$ cat src/rtl/fifo_burst_reader.sv
// Pops a programmed burst from a 1-cycle-latency FIFO into a 2-entry skid buffer and streams it out with last.
// Latency start->m_valid is 3 cycles; m_ready backpressure throttles pops so the skid buffer never overflows.
module fifo_burst_reader #(
    parameter int WIDTH     = 32,
    parameter int LEN_WIDTH = 8
) (
    input  logic                 i_clock,
    input  logic                 i_areset,
    input  logic                 i_start,
    input  logic [LEN_WIDTH-1:0] i_burst_len,
    output logic                 o_busy,
    output logic                 o_done,
    input  logic                 i_fifo_empty,
    output logic                 o_fifo_rd_en,
    input  logic [WIDTH-1:0]     i_fifo_data,
    output logic                 o_m_valid,
    input  logic                 i_m_ready,
    output logic [WIDTH-1:0]     o_m_data,
    output logic                 o_m_last
);

    typedef enum logic [1:0] {
        ST_IDLE = 2'd0,
        ST_RUN  = 2'd1,
        ST_DONE = 2'd2
    } state_t;

    state_t               r_state;
    state_t               w_state_nxt;
    logic [LEN_WIDTH-1:0] r_issue_cnt;
    logic [LEN_WIDTH-1:0] r_out_cnt;
    logic                 r_inflight;
    logic [1:0]           r_occ;
    logic [WIDTH-1:0]     r_buf0;
    logic [WIDTH-1:0]     r_buf1;

    logic                 w_pop;
    logic                 w_push;
    logic                 w_rd_en;
    logic                 w_load;
    logic [2:0]           w_level;

    assign o_m_valid = (r_occ != 2'd0);
    assign o_m_data  = r_buf0;
    assign o_m_last  = o_m_valid && (r_out_cnt == LEN_WIDTH'(1));
    assign o_busy    = (r_state == ST_RUN);
    assign o_done    = (r_state == ST_DONE);

    assign w_pop  = o_m_valid && i_m_ready;
    assign w_push = r_inflight;
    assign w_load = (r_state == ST_IDLE) && i_start && (i_burst_len != '0);

    // Words already committed to the buffer (held + in flight) after this cycle's pop.
    assign w_level = {1'b0, r_occ} + {2'b00, r_inflight} - {2'b00, w_pop};

    assign w_rd_en = (r_state == ST_RUN) && !i_fifo_empty &&
                     (r_issue_cnt != '0) && (w_level < 3'd2);
    assign o_fifo_rd_en = w_rd_en;

    always_comb begin
        w_state_nxt = r_state;
        case (r_state)
            ST_IDLE: begin
                if (i_start) begin
                    if (i_burst_len != '0) begin
                        w_state_nxt = ST_RUN;
                    end else begin
                        w_state_nxt = ST_DONE;
                    end
                end
            end
            ST_RUN: begin
                if (w_pop && o_m_last) begin
                    w_state_nxt = ST_DONE;
                end
            end
            ST_DONE: begin
                w_state_nxt = ST_IDLE;
            end
            default: begin
                w_state_nxt = ST_IDLE;
            end
        endcase
    end

    always_ff @(posedge i_clock or posedge i_areset) begin
        if (i_areset) begin
            r_state <= ST_IDLE;
        end else begin
            r_state <= w_state_nxt;
        end
    end

    always_ff @(posedge i_clock or posedge i_areset) begin
        if (i_areset) begin
            r_issue_cnt <= '0;
            r_out_cnt   <= '0;
            r_inflight  <= 1'b0;
        end else begin
            r_inflight <= w_rd_en;
            if (w_load) begin
                r_issue_cnt <= i_burst_len;
                r_out_cnt   <= i_burst_len;
            end else begin
                if (w_rd_en) begin
                    r_issue_cnt <= r_issue_cnt - LEN_WIDTH'(1);
                end
                if (w_pop && (r_out_cnt != '0)) begin
                    r_out_cnt <= r_out_cnt - LEN_WIDTH'(1);
                end
            end
        end
    end

    // Head of the skid buffer is r_buf0; the pop rule guarantees a push never meets a full buffer.
    always_ff @(posedge i_clock or posedge i_areset) begin
        if (i_areset) begin
            r_occ  <= 2'd0;
            r_buf0 <= '0;
            r_buf1 <= '0;
        end else begin
            r_occ <= r_occ + {1'b0, w_push} - {1'b0, w_pop};
            if (w_pop) begin
                if (r_occ == 2'd2) begin
                    r_buf0 <= r_buf1;
                    if (w_push) begin
                        r_buf1 <= i_fifo_data;
                    end
                end else if (w_push) begin
                    r_buf0 <= i_fifo_data;
                end
            end else if (w_push) begin
                if (r_occ == 2'd0) begin
                    r_buf0 <= i_fifo_data;
                end else begin
                    r_buf1 <= i_fifo_data;
                end
            end
        end
    end

endmodule

$ cat config.mk
export PLATFORM = sky130hd
export DESIGN_NAME = fifo_burst_reader
export DESIGN_NICKNAME = d
export VERILOG_FILES = /design/src/rtl/fifo_burst_reader.sv
export SDC_FILE = /design/constraint.sdc
export NUM_CORES = 1
export LEC_CHECK = 0
export BUFFER_PORTS_ARGS = -buffer_cell sky130_fd_sc_hd__buf_2
export CORE_ASPECT_RATIO = 0.6
export CORE_MARGIN = 3
export CORE_UTILIZATION = 55
export DETAILED_ROUTE_END_ITERATION = 12
export PLACE_DENSITY_LB_ADDON = 0.1
export SETUP_SLACK_MARGIN = 0.3
export SYNTH_ARGS = -nofsm -noshare
export SYNTH_HDL_FRONTEND = slang
export SYNTH_SLANG_ARGS = --single-unit
$ cat constraint.sdc
create_clock -name i_clock -period 6 [get_ports i_clock]
set_input_delay 1.2 -clock i_clock [delete_from_list [all_inputs] [get_ports i_clock]]
set_output_delay 1.2 -clock i_clock [all_outputs]
set_load 0.02 [all_outputs]
=== After elaboration in Yosys (flattened, before gate mapping) ===
Index checks and enable logic that the tools add are counted.

* Register bits after elaboration: 85
* Input bits: 45

* Reductions and logical operators: 24
* Equality and inequality tests: 9
* Add/sub/neg operators: 6
* Multiplexer cells: 17
* Magnitude comparators: 1

{| class="wikitable"
|+ Operator list
! cell !! count
|-
| $mux W32 || 9
|-
| $mux W8 || 4
|-
| $reduce_bool A8 Y1 || 3
|-
| $sub A8 B1 Y8 const B || 2
|-
| $reduce_bool A2 Y1 || 6
|-
| $logic_and A1 B1 Y1 || 9
|-
| $eq A8 B1 Y1 const B || 1
|-
| $mux W2 || 3
|-
| $ne A2 B2 Y1 const B || 3
|-
| $eq A2 B2 Y1 const B || 2
|-
| $logic_not A2 Y1 || 2
|-
| $ne A2 B1 Y1 const B || 2
|-
| $pmux W2 S2 || 1
|-
| $reduce_and A4 Y1 || 1
|-
| $add A2 B1 Y3 || 1
|-
| $lt A3 B2 Y1 const B || 1
|-
| $reduce_and A3 Y1 || 1
|-
| $sub A3 B1 Y3 || 1
|-
| $add A2 B1 Y2 || 1
|-
| $eq A2 B1 Y1 const B || 1
|-
| $reduce_and A2 Y1 || 1
|-
| $sub A2 B1 Y2 || 1
|-
| $logic_not A1 Y1 || 1
|}

=== Depth between registers and ports, before layout ===
Gate-level depths: netlist (run 1).

* Word-level depth: 7
* Gate-level depth with buffers: 11
* Gate-level depth less buffers: 8

=== Worst setup path before layout (run 1) ===
Ideal clock, no wire load.

* Path kind: input to output
* From: input port i_m_ready
* To: output port o_fifo_rd_en
* Stages: 10
* Path slack: 1.526 ns
* Arrival: 3.274 ns
* Path buffers: 3
* Path through: nand3b_1 -> buf_2 -> buf_2 -> o21ai_0 -> ha_1 -> fa_1 -> nor4b_4 -> o211ai_2 -> buf_2 -> inv_1

* Longest elaborated chain between the ends: 4

{| class="wikitable"
|+ Ends and longest elaborated chain
! element !! RTL line !! source
|-
| start: declaration || 17 || <nowiki>input logic i_m_ready,</nowiki>
|-
| $logic_and A1 B1 Y1 || 49 || <nowiki>assign w_pop = o_m_valid && i_m_ready;</nowiki>
|-
| $sub A3 B1 Y3 || 54 || <nowiki>assign w_level = {1'b0, r_occ} + {2'b00, r_inflight} - {2'b00, w_pop};</nowiki>
|-
| named net w_level[1] || 41 || <nowiki>logic [2:0] w_level;</nowiki>
|-
| $lt A3 B2 Y1 || 57 || <nowiki>(r_issue_cnt != '0) && (w_level < 3'd2);</nowiki>
|-
| $logic_and A1 B1 Y1 || 57 ||
|-
| end: declaration || 14 || <nowiki>output logic o_fifo_rd_en,</nowiki>
|}

The timed path passes the listed nets, and every way through them passes these cells.

=== Worst setup path in the final report (run 1) ===
Same ends and word-level chain as after synthesis.

==> results.json, run 1 <==
{
  "drc": 0,
  "clk_pin_slew_worst_paths_ns": 0.06,
  "initial_core_util": 0.582,
  "drv_cap": 0,
  "clock_path_buffers": 2,
  "rrSetupSlack_ns": 2.93,
  "rsz0062_at_grt": "no",
  "cp-start-kind": "input port",
  "nets": 478,
  "avgSynthCellArea_um2": 11.4,
  "die_w_um": 116,
  "cts_max_level": 3,
  "rows": 23,
  "dp_cells": 503,
  "synth_area_um2": 3970,
  "yosys_warnings": 0,
  "min_period_ns": 4.67,
  "overflow": 0,
  "place_congestion": 0.897,
  "dieHeight_um": 71.8,
  "crit_chain": "buf_2 > nand3b_1 > buf_4 > fa_1 > nor4b_4 > o211ai_2 > inv_1 > buf_2",
  "clk_latency_ns": 0.33,
  "sw_frac_of_total": 0.376,
  "synthToLayoutAreaGrowth_pct": 20.4,
  "critical-path-max-stage-delay_ns": 0.57,
  "outcome": "finished clean",
  "cts_made_buffers": 9,
  "postCtsSetupRepairBufs": 0,
  "core_area_um2": 6820,
  "syn-num-nets": 398,
  "antenna_found_initial": 0,
  "grtUsageTotal": 0.220,
  "crit_family": "buffers and inverters",
  "finalSetupViolations": 0,
  "hold_class": "register to register",
  "fin_setup_tns_ns": 0,
  "tightest_slew_ns": 0.856,
  "synthDistinctLibCells": 48,
  "power_frac_comb": 0.387,
  "slowest_stage": "fa_1",
  "first_pass_iters": 5,
  "buffer_ports.inserted": 81,
  "cts_resized": 0,
  "synth_edf_count": 0,
  "drive_above_1_share": 0.331,
  "fmax_ghz": 0.214,
  "share_seq_of_total_power": 0.393,
  "use_met1": 0.334,
  "arrival_ns": 3.47,
  "ys_ff_latch": 85,
  "async_flop_share": 1.00,
  "path_class": "input port to output port",
  "grt_use_met2": 0.313,
  "diodes": 0,
  "slew_viol_final": 0,
  "power_uw": 2640,
  "multiInputGateArea_um2": 1740,
  "vias": 2993,
  "ant_nets": 0,
  "grt_max_degree": 65,
  "layout.cells.non_filler": 519,
  "routedWlPerCell_um": 16.8,
  "yosysSeqAreaShare": 0.536,
  "dp_hpwl_um": 6100,
  "internal-power_uw": 1650,
  "clockRootBuffer": "clkbuf_16",
  "crit_buf_inv": 4,
  "grt-busiest-layer": "met1",
  "path_common_cell": "buf_2",
  "ys.flop_type": "dfrtp_1",
  "ir_drop_mv": 0.251,
  "maxSlewHeadroom": 0.425,
  "pwr-share-clk": 0.220,
  "critPathRequiredTime_ns": 4.80,
  "die_area_um2": 8300,
  "holdWs_ns": 0.469,
  "ios": 82,
  "viasPerCell": 5.77,
  "regArea_um2": 2130,
  "clock-sinks": 85,
  "p_sw_uw": 995,
  "grt_pass1_vias": 2847,
  "post-route-period-util": 0.778,
  "crit_fanout": 34,
  "cts-hold-fix-buffers": 0,
  "pwr_density_cell_nw_per_um2": 554,
  "end_kind": "output port",
  "gr-usage-met3": 0.0658,
  "drtIter0Drc": 283,
  "hold_viol_final": 0,
  "grt_pass1_wl_um": 14200,
  "leakage_uw": 0.00239,
  "fin_skew_ns": 0.00547,
  "wl_um": 8700,
  "cts_tree": "yes",
  "synthCells": 347,
  "fillers": 522
}
## power by group through the flow
| stage | clock [µW] | combinational [µW] | sequential [µW] |
|---|---|---|---|
| floorplan | 0 | 634 | 1130 |
| global placement | 0 | 989 | 1020 |
| detailed placement | 0 | 1030 | 1040 |
| CTS | 591 | 1030 | 1040 |
| global route | 619 | 1130 | 1080 |
| finish | 583 | 1020 | 1040 |
## final timing paths
kind                                  start        endpoint  cells past startpoint
worst max-delay path              i_m_ready    o_fifo_rd_en                      8
worst min-delay path            o_m_data[1]     o_m_data[1]                      2
worst max register to register     r_occ[1]  r_issue_cnt[7]                      7
worst min register to register  o_m_data[1]     o_m_data[1]                      2
max in group asynchronous          i_areset    o_m_data[11]                      3
min in group asynchronous          i_areset    r_out_cnt[0]                      2
## area by class of cell
class / count / area share
clock buffers: 14 / 0.0595
clock inverters: 2 / 0.00812
inverters: 14 / 0.0113
multi-input cells: 233 / 0.363
flip-flops and latches: 85 / 0.445
well taps: 87 / 0.0228
repair buffers: 84 / 0.0896
## logic make-up after synthesis
family,count (synthesis),share of synthesized area
compound gates,71,0.111
mux,65,0.174
buf+inv,29,0.0293
simple gates,84,0.113
fa+ha+maj,6,0.0208
xor+xnor,7,0.0155
flops,85,0.536
## stage by stage
| step | cell area (µm²) | setup slack [ns] | utilization |
|---|---|---|---|
| 2_1_floorplan | 3970 | 1.53 | - |
| 3_3_place_gp | 4450 | 1.42 | 0.653 |
| 3_5_place_dp | 4450 | 1.34 | 0.653 |
| 4_1_cts | 4780 | 1.36 | 0.700 |
| 5_1_grt | 4780 | 1.19 | 0.700 |
| 6_report | 4780 | 1.33 | 0.700 |
## routing by layer
layer | part of all wire | vias up
met1 | 0.48 | 1462
met2 | 0.44 | 107
met4 | 0.0063 | 0
met5 | 0 | -
met3 | 0.069 | 7
li1 | - | 1417
## cells in the final DEF, fill, tap and decap left out, types with 3 or more instances in the layout
master	n
inv_1	13
buf_4	3
buf_2	81
dfrtp_1	85
o211ai_1	6
nand2_1	44
nand3_1	7
mux2_2	33
clkbuf_8	4
clkbuf_16	9
or4_1	6
mux2i_1	32
nor2_1	5
o21ai_0	40
o21ai_1	5
xnor2_1	5
ha_1	5
## synth_stat cells, types with 5 or more instances
cell / count / share of area
buf_2: 6 / 0.0076
clkbuf_1: 7 / 0.0066
dfrtp_1: 85 / 0.54
ha_1: 5 / 0.016
inv_1: 14 / 0.013
mux2_2: 33 / 0.094
mux2i_1: 32 / 0.081
nand2_1: 44 / 0.042
nand3_1: 8 / 0.010
nor2_1: 5 / 0.0047
o211ai_1: 6 / 0.011
o21ai_0: 40 / 0.050
o21ai_1: 5 / 0.0063
or4_1: 6 / 0.011
xnor2_1: 5 / 0.011
## worst min-delay path: cells and delay by family, from the launching register on
family             cells  cell delay (ns)
AOI/OAI and AO/OA      1             0.06
DFF                    1             0.33
and+or+nand+nor        1             0.04
## flip-flops by register name, summed over array words and instances (netlist names)
name / flops
o_m_data: 32
r_buf1: 32
r_issue_cnt: 8
r_out_cnt: 8
r_occ: 2
r_state: 2
r_inflight: 1
(Power assumes the default switching activity.)
==> inputs of run 2 (changes only) <==
CORE_UTILIZATION = 49   (was 55)
clock period = 3.8 ns   (was 6 ns; I/O delays follow)
==> results.json, run 2 (synthesis results as in run 1) <==
{
  "outcome": "finished clean",
  "dp_cells": 522,
  "hold_class": "input port to async pin",
  "rows": 24,
  "die_area_um2": 9250,
  "slowest_stage": "fa_1",
  "dieHeight_um": 75.7,
  "critPathRequiredTime_ns": 3.04,
  "final_common_cell": "dfrtp_1",
  "crit_family": "adder cells",
  "first_pass_iters": 4,
  "clk_pin_slew_worst_paths_ns": 0.06,
  "clock-sinks": 85,
  "rsz0062_at_grt": "no",
  "grtUsageTotal": 0.195,
  "power_frac_comb": 0.402,
  "drive_above_1_share": 0.342,
  "finalSetupViolations": 0,
  "drtIter0Drc": 162,
  "fin_setup_tns_ns": 0,
  "arrival_ns": 2.56,
  "final_cell_mix": "dfrtp_1 (85), buf_2 (81), nand2_1 (44)",
  "cts_tree": "yes",
  "core_area_um2": 7570,
  "clockRootBuffer": "clkbuf_16",
  "crit_fanout": 6,
  "drc": 0,
  "diodes": 0,
  "min_period_ns": 3.32,
  "ant_nets": 0,
  "place_congestion": 0.866,
  "internal-power_uw": 2480,
  "slew_viol_final": 0,
  "hold_viol_final": 0,
  "path_class": "input port to output port",
  "die_w_um": 122,
  "grt_max_degree": 65,
  "critical-path-max-stage-delay_ns": 0.49,
  "tightest_slew_ns": 0.893,
  "grt_pass1_vias": 2728,
  "cts_max_level": 3,
  "drv_cap": 0,
  "nets": 482,
  "grt_pass1_wl_um": 13600,
  "routedWlPerCell_um": 15.6,
  "crit_buf_inv": 3,
  "post-route-util": 0.630,
  "synthToLayoutAreaGrowth_pct": 20.3,
  "clk_latency_ns": 0.33,
  "pwr-share-clk": 0.196,
  "regArea_um2": 2130,
  "initial_core_util": 0.524,
  "rrSetupSlack_ns": 0.93,
  "p_sw_uw": 1560,
  "cp-start-kind": "input port",
  "post-route-period-util": 0.873,
  "sw_frac_of_total": 0.387,
  "dp_hpwl_um": 6020,
  "ios": 82,
  "cts_made_buffers": 9,
  "maxSlewHeadroom": 0.404,
  "cts_resized": 0,
  "vias": 2931,
  "end_kind": "output port",
  "cts-hold-fix-buffers": 0,
  "path_common_cell": "buf_2",
  "layout.cells.non_filler": 540,
  "pwr_density_cell_nw_per_um2": 848,
  "viasPerCell": 5.43,
  "wl_um": 8410,
  "fmax_ghz": 0.301,
  "leakage_uw": 0.00238,
  "buffer_ports.inserted": 81,
  "ir_drop_mv": 0.401,
  "overflow": 0,
  "share_seq_of_total_power": 0.402,
  "antenna_found_initial": 0,
  "fin_skew_ns": 0.00243,
  "fillers": 660,
  "multiInputGateArea_um2": 1740,
  "clock_path_buffers": 2,
  "crit_chain": "buf_2 > nand3b_1 > o21ai_0 > ha_1 > fa_1 > nor4b_4 > o211ai_2 > inv_2 > buf_2"
}
## run 2: timing repair
item / CTS / global route
endpoints found under the setup margin: 0 / 1
endpoints found under the hold margin: 0 / 0
buffers inserted: 0 / 2
## run 2: final timing paths
check | from | cells after the start | to
worst max-delay path | i_m_ready | 9 | o_fifo_rd_en
worst min-delay path | i_areset | 2 | r_buf1[28]
worst max register to register | r_occ[1] | 9 | r_issue_cnt[7]
worst min register to register | o_m_data[14] | 2 | o_m_data[14]
max in group asynchronous | i_areset | 3 | o_m_data[6]
min in group i_clock | o_m_data[14] | 2 | o_m_data[14]
## run 2: layout make-up
class	count	share of cell area
Clock buffer	9	0.0472
Clock inverter	7	0.00865
Inverter	14	0.0113
Multi-Input combinational cell	233	0.364
Sequential cell	85	0.446
Tap cell	104	0.0273
Timing Repair Buffer	88	0.0960
## run 2: metal layers
metal / global-route usage / vias up / share of wire / wire length [µm]
met4: 0.0596 / 0 / 0.011 / 91
met2: 0.286 / 79 / 0.42 / 3570
met3: 0.0616 / 9 / 0.070 / 587
met1: 0.279 / 1431 / 0.49 / 4160
met5: 0 / - / 0 / 0
li1: - / 1412 / - / -
## run 2: per-stage QoR
| step | instance area [µm²] | hold slack [ns] | worst slack [ns] | power (µW) |
|---|---|---|---|---|
| 2_1_floorplan | 3970 | 0.479 | 0.345 | 2780 |
| 3_3_place_gp | 4490 | 0.456 | 0.519 | 3200 |
| 3_5_place_dp | 4490 | 0.466 | 0.463 | 3270 |
| 4_1_cts | 4760 | 0.372 | 0.464 | 4080 |
| 5_1_grt | 4770 | 0.380 | 0.358 | 4350 |
| 6_report | 4770 | 0.370 | 0.483 | 4050 |
## run 2: worst register-to-register path, stage by stage (launching register included)
cell and delay [ns]:
dfrtp_1 0.45, nand3b_1 0.15, o21ai_0 0.10, ha_1 0.20, fa_1 0.49, nor4b_4 0.36
buf_4 0.17, nand2_1 0.10, or4_1 0.54, o311ai_2 0.21
## run 2: power by group through the flow
stage | Sequential, µW | Clock, µW | Combinational [µW]
after floorplan | 1780 | 0 | 1000
after global placement | 1620 | 0 | 1580
after detailed placement | 1640 | 0 | 1630
after CTS | 1630 | 817 | 1630
after global routing | 1680 | 855 | 1810
final | 1620 | 795 | 1630
